**config.mk**
```make
export PLATFORM = sky130hd
export DESIGN_NAME = clt_rng_stat_monitor
export DESIGN_NICKNAME = d
export VERILOG_FILES = /design/src/rtl/clt_rng_pkg.sv /design/src/rtl/clt_rng_stat_monitor_sq.sv /design/src/rtl/clt_rng_stat_monitor.sv
export SDC_FILE = /design/constraint.sdc
export NUM_CORES = 1
export LEC_CHECK = 0
export CAP_MARGIN = 20
export CELL_PAD_IN_SITES_DETAIL_PLACEMENT = 0
export CELL_PAD_IN_SITES_GLOBAL_PLACEMENT = 1
export CORE_MARGIN = 2
export CORE_UTILIZATION = 40
export DETAILED_ROUTE_END_ITERATION = 8
export GPL_ROUTABILITY_DRIVEN = 0
export PLACE_DENSITY = 0.86
export SYNTH_ARGS = -nofsm -noshare
export SYNTH_HDL_FRONTEND = slang
export SYNTH_HIERARCHICAL = 1
export SYNTH_SLANG_ARGS = --single-unit
export TNS_END_PERCENT = 20
```
**constraint.sdc**
```tcl
create_clock -name clk -period 3.5 [get_ports clk]
set_clock_uncertainty 0.1 [all_clocks]
set_input_delay 0.35 -clock clk [delete_from_list [all_inputs] [get_ports clk]]
set_output_delay 0.35 -clock clk [all_outputs]
set_load 0.03 [all_outputs]
```
**src/rtl/clt_rng_pkg.sv**
```systemverilog
// Shared definitions for the CLT RNG statistics monitor: state encoding,
// derived accumulator widths and min/max seed values.
package clt_rng_pkg;

  typedef logic [1:0] state_t;

  localparam state_t ST_IDLE  = 2'd0;
  localparam state_t ST_ACCUM = 2'd1;
  localparam state_t ST_DONE  = 2'd2;

  function automatic int sum_width_f(input int data_width, input int log2_samples);
    return data_width + log2_samples;
  endfunction

  function automatic int sq_width_f(input int data_width, input int log2_samples);
    return 2 * data_width - 1 + log2_samples;
  endfunction

  // Min starts at the most positive value and max at the most negative value,
  // so the first accepted sample always replaces both.
  function automatic int min_init_f(input int data_width);
    return (1 << (data_width - 1)) - 1;
  endfunction

  function automatic int max_init_f(input int data_width);
    return -(1 << (data_width - 1));
  endfunction

endpackage

```
**src/rtl/clt_rng_stat_monitor_sq.sv**
```systemverilog
// Combinational signed squarer. The output is unsigned and 2*DATA_WIDTH-1 bits
// wide, which is enough for (-2^(DATA_WIDTH-1))^2.
module clt_rng_sq #(
  parameter int DATA_WIDTH = 12
) (
  input  logic signed [DATA_WIDTH-1:0]   a,
  output logic        [2*DATA_WIDTH-2:0] sq
);

  logic [DATA_WIDTH-1:0]   a_u;
  logic [DATA_WIDTH-1:0]   mag;
  logic [2*DATA_WIDTH-2:0] mag_ext;

  // Squaring the magnitude keeps the product unsigned. The magnitude of the
  // most negative input still fits in DATA_WIDTH unsigned bits.
  assign a_u     = a;
  assign mag     = a[DATA_WIDTH-1] ? (~a_u + DATA_WIDTH'(1)) : a_u;
  assign mag_ext = {{(DATA_WIDTH-1){1'b0}}, mag};
  assign sq      = mag_ext * mag_ext;

endmodule

```
**src/rtl/clt_rng_stat_monitor.sv**
```systemverilog
// Window statistics for the CLT Gaussian RNG stream: sum, sum of squares,
// min and max over 2^LOG2_SAMPLES qualified samples, offered on a valid/ready port.
module clt_rng_stat_monitor
  import clt_rng_pkg::*;
#(
  parameter int DATA_WIDTH   = 12,
  parameter int LOG2_SAMPLES = 10,
  parameter int SUM_WIDTH    = sum_width_f(DATA_WIDTH, LOG2_SAMPLES),
  parameter int SQ_WIDTH     = sq_width_f(DATA_WIDTH, LOG2_SAMPLES)
) (
  input  logic                         clk,
  input  logic                         rst,
  input  logic                         start,
  input  logic signed [DATA_WIDTH-1:0] sample_in,
  input  logic                         sample_valid,
  output logic                         busy,
  output logic                         result_valid,
  input  logic                         result_ready,
  output logic signed [SUM_WIDTH-1:0]  sum_out,
  output logic        [SQ_WIDTH-1:0]   sumsq_out,
  output logic signed [DATA_WIDTH-1:0] mean_out,
  output logic signed [DATA_WIDTH-1:0] min_out,
  output logic signed [DATA_WIDTH-1:0] max_out
);

  localparam logic signed [DATA_WIDTH-1:0] MIN_INIT = DATA_WIDTH'(min_init_f(DATA_WIDTH));
  localparam logic signed [DATA_WIDTH-1:0] MAX_INIT = DATA_WIDTH'(max_init_f(DATA_WIDTH));

  state_t                         state_q, state_d;
  logic        [LOG2_SAMPLES-1:0] count_q, count_d;
  logic signed [SUM_WIDTH-1:0]    sum_q, sum_d;
  logic        [SQ_WIDTH-1:0]     sumsq_q, sumsq_d;
  logic signed [DATA_WIDTH-1:0]   min_q, min_d;
  logic signed [DATA_WIDTH-1:0]   max_q, max_d;

  logic        [2*DATA_WIDTH-2:0] sq;
  logic signed [SUM_WIDTH-1:0]    sample_ext;
  logic        [SQ_WIDTH-1:0]     sq_ext;

  clt_rng_sq #(
    .DATA_WIDTH(DATA_WIDTH)
  ) u_sq (
    .a (sample_in),
    .sq(sq)
  );

  assign sample_ext = {{LOG2_SAMPLES{sample_in[DATA_WIDTH-1]}}, sample_in};
  assign sq_ext     = {{LOG2_SAMPLES{1'b0}}, sq};

  always_comb begin
    // NOTE: every variable gets its hold value first so no path through the
    // case below leaves one unassigned, which would otherwise infer a latch.
    state_d = state_q;
    count_d = count_q;
    sum_d   = sum_q;
    sumsq_d = sumsq_q;
    min_d   = min_q;
    max_d   = max_q;

    case (state_q)
      ST_IDLE: begin
        if (start) begin
          state_d = ST_ACCUM;
          count_d = '0;
          sum_d   = '0;
          sumsq_d = '0;
          min_d   = MIN_INIT;
          max_d   = MAX_INIT;
        end
      end
      ST_ACCUM: begin
        if (sample_valid) begin
          sum_d   = sum_q + sample_ext;
          sumsq_d = sumsq_q + sq_ext;
          count_d = count_q + LOG2_SAMPLES'(1);
          if (sample_in < min_q) min_d = sample_in;
          if (sample_in > max_q) max_d = sample_in;
          // The counter is at all-ones on the final sample of the window.
          if (&count_q) state_d = ST_DONE;
        end
      end
      ST_DONE: begin
        if (result_ready) state_d = ST_IDLE;
      end
      default: state_d = ST_IDLE;
    endcase
  end

  // NOTE: sequential state uses non-blocking assignments so every flop samples
  // its _d value from before this edge, regardless of statement order.
  always_ff @(posedge clk or posedge rst) begin
    if (rst) begin
      state_q <= ST_IDLE;
      count_q <= '0;
      sum_q   <= '0;
      sumsq_q <= '0;
      min_q   <= '0;
      max_q   <= '0;
    end else begin
      state_q <= state_d;
      count_q <= count_d;
      sum_q   <= sum_d;
      sumsq_q <= sumsq_d;
      min_q   <= min_d;
      max_q   <= max_d;
    end
  end

  assign busy         = (state_q == ST_ACCUM) || (state_q == ST_DONE);
  assign result_valid = (state_q == ST_DONE);
  assign sum_out      = sum_q;
  assign sumsq_out    = sumsq_q;
  assign min_out      = min_q;
  assign max_out      = max_q;
  // Dropping the low LOG2_SAMPLES bits is the arithmetic shift, rounding toward -inf.
  assign mean_out     = sum_q[SUM_WIDTH-1:LOG2_SAMPLES];

endmodule

```
* After elaboration in Yosys (flattened, before gate mapping)
Cells that the tools add are included.
** Storage, ports and cells
- Register bits after elaboration :: 91
- Word-level logic and storage cells :: 53
- Input bits :: 17
- Output and inout bits :: 93
** Cells by class
- Magnitude comparators :: 2
- Reduce and logical (&&, ||, !) cells :: 8
- Add/sub/neg operators :: 4
- Multipliers :: 1
- Bitwise operators :: 1
- Mux-type cells :: 23
- Equality and inequality tests :: 8
** Operators by type and width (number)
- $mux W12 :: 7
- $mux W33 :: 2
- $pmux W33 S2 :: 1
- $pmux W12 S2 :: 2
- $mux W22 :: 2
- $pmux W22 S2 :: 1
- $add A33 B23 Y33 :: 1
- $mul A12 B12 Y23 :: 1
- $add A22 B12 Y22 :: 1
- $mux W10 :: 2
- $pmux W10 S2 :: 1
- $add A12 B1 Y12 const B :: 1
- $gt A12 B12 Y1 :: 1
- $lt A12 B12 Y1 :: 1
- $not A12 Y12 :: 1
- $reduce_and A4 Y1 :: 3
- $add A10 B1 Y10 const B :: 1
- $ne A2 B2 Y1 const B :: 5
- $reduce_and A10 Y1 :: 1
- $mux W2 :: 4
- $pmux W2 S3 :: 1
- $reduce_and A3 Y1 :: 1
- $eq A2 B1 Y1 const B :: 1
- $eq A2 B2 Y1 const B :: 1
- other kinds (4) :: 4

* Depth between registers and ports, before layout
- Depth in word-level cells :: 7
- Gate-level depth with buffers :: 36
- Depth with buffers taken out :: 34

* By module
The synthesis kept the hierarchy.
** Modules (own cells, without submodules)
- clt_rng_stat_monitor :: cells each 754, area an instance 6625.1 µm², seq. area each 2277.2 µm², times used 1
- clt_rng_sq :: cells each 500, area an instance 4119.0 µm², seq. area each 0.0 µm², times used 1

* Least setup slack after synthesis
No wires, ideal clock.
- Kind :: input to register
- Start point :: input port sample_in[0]
- End point :: register sumsq_q[24], in the netlist sumsq_out[24]
- Stages on the path :: 34
- Path buffers :: 3
- Setup time :: 0.136 ns
- Data arrival time :: 7.471 ns
- Path slack :: -4.207 ns
- Data required time :: 3.264 ns
- Path through :: buf_4 clkinv_1 ha_1 nand2b_1 xnor2_1 inv_1 clkbuf_1 nor2_1 inv_1 fa_1 inv_1 fa_1 inv_1 fa_1 inv_1 fa_1 inv_1 fa_1 inv_1 ha_1 a21oi_1 inv_1 o21a_1 o21a_1 a311o_1 a22oi_1 ha_1 clkbuf_1 a21o_1 a31oi_1 o21ai_1 a211oi_1 or3_1 a21oi_1
** Between the ends
- Cells in the longest elaborated chain, start to end :: 7
** Ends and longest elaborated chain
- from (decl) :: line clt_rng_stat_monitor.sv:14 : input logic signed [DATA_WIDTH-1:0] sample_in,
- $not A12 Y12 :: line clt_rng_stat_monitor_sq.sv:17 : assign mag = a[DATA_WIDTH-1] ? (~a_u + DATA_WIDTH'(1)) : a_u;
- $add A12 B1 Y12 :: line clt_rng_stat_monitor_sq.sv:17
- $mux W12 * :: line clt_rng_stat_monitor_sq.sv:17
- $mul A12 B12 Y23 * :: line clt_rng_stat_monitor_sq.sv:19 : assign sq = mag_ext * mag_ext;
- net sq[21] :: line clt_rng_stat_monitor.sv:36 : logic [2*DATA_WIDTH-2:0] sq;
- $add A33 B23 Y33 * :: line clt_rng_stat_monitor.sv:74 : sumsq_d = sumsq_q + sq_ext;
- $mux W33 * :: line clt_rng_stat_monitor.sv:72 : if (sample_valid) begin
- $pmux W33 S2 * :: line clt_rng_stat_monitor.sv:60 : case (state_q)
- to (signal assigned) :: line clt_rng_stat_monitor.sv:103 : sumsq_q <= sumsq_d;
- to (decl) :: line clt_rng_stat_monitor.sv:32 : logic [SQ_WIDTH-1:0] sumsq_q, sumsq_d;
Mark *: on every way through the listed nets, which the timed path passes. The rest lies on a longest branch. The select of a mux whose other input is x is not followed.
A chain may end at the register's enable or synchronous reset.

* Final worst setup path
- Start point :: input port sample_in[8]
- End point :: register sumsq_q[30], in the netlist sumsq_out[30]
Same word-level chain as after synthesis.

==> Flow_metrics.wiki <==
{| class="wikitable"
! Metric !! Value
|-
| Result of the run || finished, violations left
|-
| Violations in the final reports || negative setup slack
|-
| Core Rows || a little under 60
|-
| Number of unique standard cell types used by synthesis || 72
|-
| Cell depth of the worst flop-to-flop path || 10
|-
| Hold path startpoint || sample_in[3]
|-
| Remaining number of nets flagged by the antenna check after routing || 0
|-
| Reg-to-reg startpoint || state_q[0]
|-
| Number of antenna cells inserted || 0
|-
| Most numerous cell types in the synthesized netlist || sky130_fd_sc_hd__inv_1, sky130_fd_sc_hd__nand2_1, sky130_fd_sc_hd__ha_1
|-
| Total congestion overflow || 0
|-
| Post-route DRC violation count || 0
|-
| DRC violation total after the first TritonRoute iteration || about 480
|-
| Initial antenna violation count || 0
|-
| Largest net degree at the start of global routing || 66
|-
| Area occupied by registers || about 2300 um2
|-
| Largest family of logic cells by synthesized area || adder cells
|-
| Insertion delay to the later sink of the worst-skew pair || about 0.36 ns
|-
| Combined area of all synthesized cells || around 11,000 um2
|-
| Fmax achieved || ~140 MHz
|-
| Register-to-register setup slack || ~0.54 ns
|-
| Number of standard cells after synthesis || approximately 1.3k
|-
| Number of vias per cell || between 5 and 6
|-
| Final Hold Vio Count || 0
|-
| Iteration count of the initial detailed-routing pass || 5
|-
| Quantity of hold-fixing buffers added after cts || 0
|-
| CTS Buf Count || 9
|-
| Library cell with the largest summed area after synthesis || sky130_fd_sc_hd__dfrtp_1
|-
| Peak fanout along the critical path || 6
|-
| Setup repair after global routing missed its margin || yes
|-
| Setup slack at placement || -4.35 ns
|-
| Arrival time of the worst setup path || a little over 7 ns
|-
| Post-synth ARST share || 1.00
|-
| First-pass GRT wire length || approximately 50,000 um
|-
| Buffers on Ports || ~110
|-
| Worst setup path category || in -> reg
|-
| Number of sinks driven by the clock tree || around 90
|-
| Endpoint of the worst hold path || min_out[3]
|-
| Seq/Total Area, Yosys || 0.212
|-
| Worst-margin pin slew || around 0.93 ns
|-
| Post-DR wirelength/cell || between 15 and 20 um
|-
| Starting density of the core || 0.410
|-
| Max-cap violations || 0
|-
| Most instantiated flip-flop cell in the synthesis netlist || sky130_fd_sc_hd__dfrtp_1
|-
| Clock transition at path regs || 0.08 ns
|-
| Final setup violating endpoints || 28
|-
| Clock tree from TritonCTS || done
|-
| Fraction of synthesized cell area in xor and xnor cells || 0.0601
|-
| Final Critical Period || 6.99 ns
|-
| Most instantiated library cell after synthesis || sky130_fd_sc_hd__inv_1
|-
| Maximum count of clock buffers along a single path || 2
|-
| Slew Limit Headroom || 0.376
|-
| Total wire length after detailed routing || between 20,000 and 30,000 um
|-
| Number of cells traversed by the worst hold path || 3
|-
| Share of the synthesized area in the top cell type || 0.212
|-
| Area Overhead vs Synth || 36.8%
|-
| Root buf cell || sky130_fd_sc_hd__clkbuf_16
|-
| Area occupied by multi-input gates || ~8200 um2
|-
| Kind of path behind the tightest hold check || in -> reg
|-
| Fillcell total || roughly 2.3k
|-
| Worst-case setup margin in the final layout || -3.49 ns
|-
| Fraction of final layout cells with drive strength greater than 1 || 0.239
|-
| Average cell area after synthesis || between 8 and 9 um2
|-
| Mux contribution to synthesized area || 0.0140
|-
| Required time reported for the critical path endpoint || between 3 and 4 ns
|-
| DP Wirelength || 23,000 um
|-
| Vertical die dimension || 168 um
|-
| Via count of the first global-routing pass || between 10k and 15k
|-
| Floorplan die area || about 28,000 um2
|-
| Chip Width || around 170 um
|-
| Worst path slowest cell || sky130_fd_sc_hd__or4_4
|-
| Number of enable flip-flop cells after synthesis || 0
|-
| Post-synthesis compound-gate area fraction || 0.172
|-
| Reg2reg end || sumsq_out[32]
|-
| Area of the core || 26,200 um2
|-
| Critical Path Max Stage Delay || approximately 0.57 ns
|-
| Post-synthesis register bit count || between 90 and 100
|-
| Count of final max-slew check failures || 0
|-
| Startpoint type of the worst setup path || input pin
|-
| Count of synthesis-stage warnings from yosys || 6
|-
| Clock H-tree levels || 3
|-
| Via count of the routed design || 9,842
|-
| Crit path capture type || register
|-
| Fraction of the mapped netlist area in adder cells || 0.301
|-
| Synth area leaders || sky130_fd_sc_hd__dfrtp_1, sky130_fd_sc_hd__fa_1, sky130_fd_sc_hd__ha_1, sky130_fd_sc_hd__inv_1, sky130_fd_sc_hd__nand2_1
|-
| Total global routing track utilization || 0.218
|-
| Post-route fraction of the period consumed by the critical path || 2.00
|-
| Total I/O pin count || 110
|-
| Simple-gate share of the synthesized area || 0.146
|-
| Final-stage net count || roughly 1.8k
|}
metrics by stage:
stage / cells / instance area (um2) / setup TNS, ns / util / hold slack, ns
floorplan: 1262 / 11100 / -80.12 / - / 0.367
global placement: 1840 / 13800 / -103.50 / 0.525 / 0.389
detailed placement: 1840 / 13800 / -107.08 / 0.525 / 0.394
CTS: 1881 / 14600 / -81.32 / 0.557 / 0.318
global route: 1885 / 14700 / -91.30 / 0.561 / 0.342
finish: 1885 / 14700 / -83.11 / 0.561 / 0.325
worst max-delay path: cells and delay by family:
kind,cells,cell delay [ns]
AO/OA/AOI/OAI,6,1.08
XOR/XNOR,1,0.13
adder cells (fa/ha/maj),7,3.07
AND/OR/NAND/NOR,6,1.43
multiplexers,1,0.21
buffers and inverters,11,0.91
cell usage in the layout, fill, tap and decap left out, types with 8 or more instances in the layout:
cell type                           n
sky130_fd_sc_hd__a211oi_1           9
sky130_fd_sc_hd__a21o_1            34
sky130_fd_sc_hd__a21oi_1           44
sky130_fd_sc_hd__a21oi_2           14
sky130_fd_sc_hd__and3_1            13
sky130_fd_sc_hd__buf_4            195
sky130_fd_sc_hd__buf_6             12
sky130_fd_sc_hd__clkbuf_16          9
sky130_fd_sc_hd__clkdlybuf4s50_1   98
sky130_fd_sc_hd__conb_1            10
sky130_fd_sc_hd__dfrtp_1           91
sky130_fd_sc_hd__fa_1              81
sky130_fd_sc_hd__ha_1             113
sky130_fd_sc_hd__ha_4              12
sky130_fd_sc_hd__inv_1            183
sky130_fd_sc_hd__inv_2             16
sky130_fd_sc_hd__mux2i_1           15
sky130_fd_sc_hd__nand2_1          122
sky130_fd_sc_hd__nand2_2            9
sky130_fd_sc_hd__nand2b_1          15
sky130_fd_sc_hd__nand3_1           30
sky130_fd_sc_hd__nor2_1            71
sky130_fd_sc_hd__nor2_2            11
sky130_fd_sc_hd__nor2b_1            8
sky130_fd_sc_hd__nor3_1            15
sky130_fd_sc_hd__o21a_1             9
sky130_fd_sc_hd__o21ai_0           55
sky130_fd_sc_hd__o21ai_1           15
sky130_fd_sc_hd__o22a_1            11
sky130_fd_sc_hd__xnor2_1           32
sky130_fd_sc_hd__xor2_1            31
per-layer routing:
layer / up-vias / part of all wire / track usage
met1: 4860 / 0.43 / 0.263
li1: 4759 / - / -
met5: - / 0 / 0
met3: 36 / 0.042 / 0.0367
met4: 0 / 0.017 / 0.0567
met2: 187 / 0.52 / 0.401
cells by family (layout without fill, tap and decap cells):
logic type | Yosys count | after routing
mux | 15 | 15
flops | 91 | 91
other cells | 2 | 10
compound gates | 276 | 276
fa+ha+maj | 209 | 209
simple gates | 341 | 341
buf+inv | 248 | 536
xor+xnor | 72 | 72
what timing repair did:
item	CTS	global route
gates cloned	1	0
setup buffers	24	4
resized for setup	126	24
pin swaps	82	40
setup endpoints to repair	28	28
sequential cells by signal, summed over array words and instances, names as in the netlist:
| signal | flops |
|---|---|
| count_q | 10 |
| max_out | 12 |
| min_out | 12 |
| state_q | 2 |
| sum_out | 22 |
| sumsq_out | 33 |
layout make-up:
cell class | instances | area share
Multi-Input combinational cell | 923 | 0.557
Timing Repair Buffer | 318 | 0.187
Sequential cell | 91 | 0.155
Inverter | 202 | 0.0524
Tap cell | 335 | 0.0285
Clock buffer | 9 | 0.0153
Clock inverter | 7 | 0.00477
worst max-delay path by stage:
| stage | start | cells after the start | endpoint | slack [ns] |
|---|---|---|---|---|
| 3_5_place_dp | sample_in[5] | 33 | sumsq_out[27] | -4.35 |
| 6_report | sample_in[8] | 32 | sumsq_out[30] | -3.49 |
| 2_1_floorplan | sample_in[5] | 32 | sumsq_out[26] | -3.44 |
| 5_1_grt | sample_in[0] | 35 | sumsq_out[30] | -3.80 |
| 3_3_place_gp | sample_in[5] | 30 | sumsq_out[28] | -4.17 |
| 4_1_cts | sample_in[8] | 32 | sumsq_out[26] | -3.47 |
Power is left out: the tool's default activity adds up to more than one toggle a clock period on the data nets, which glitch-free logic cannot reach.
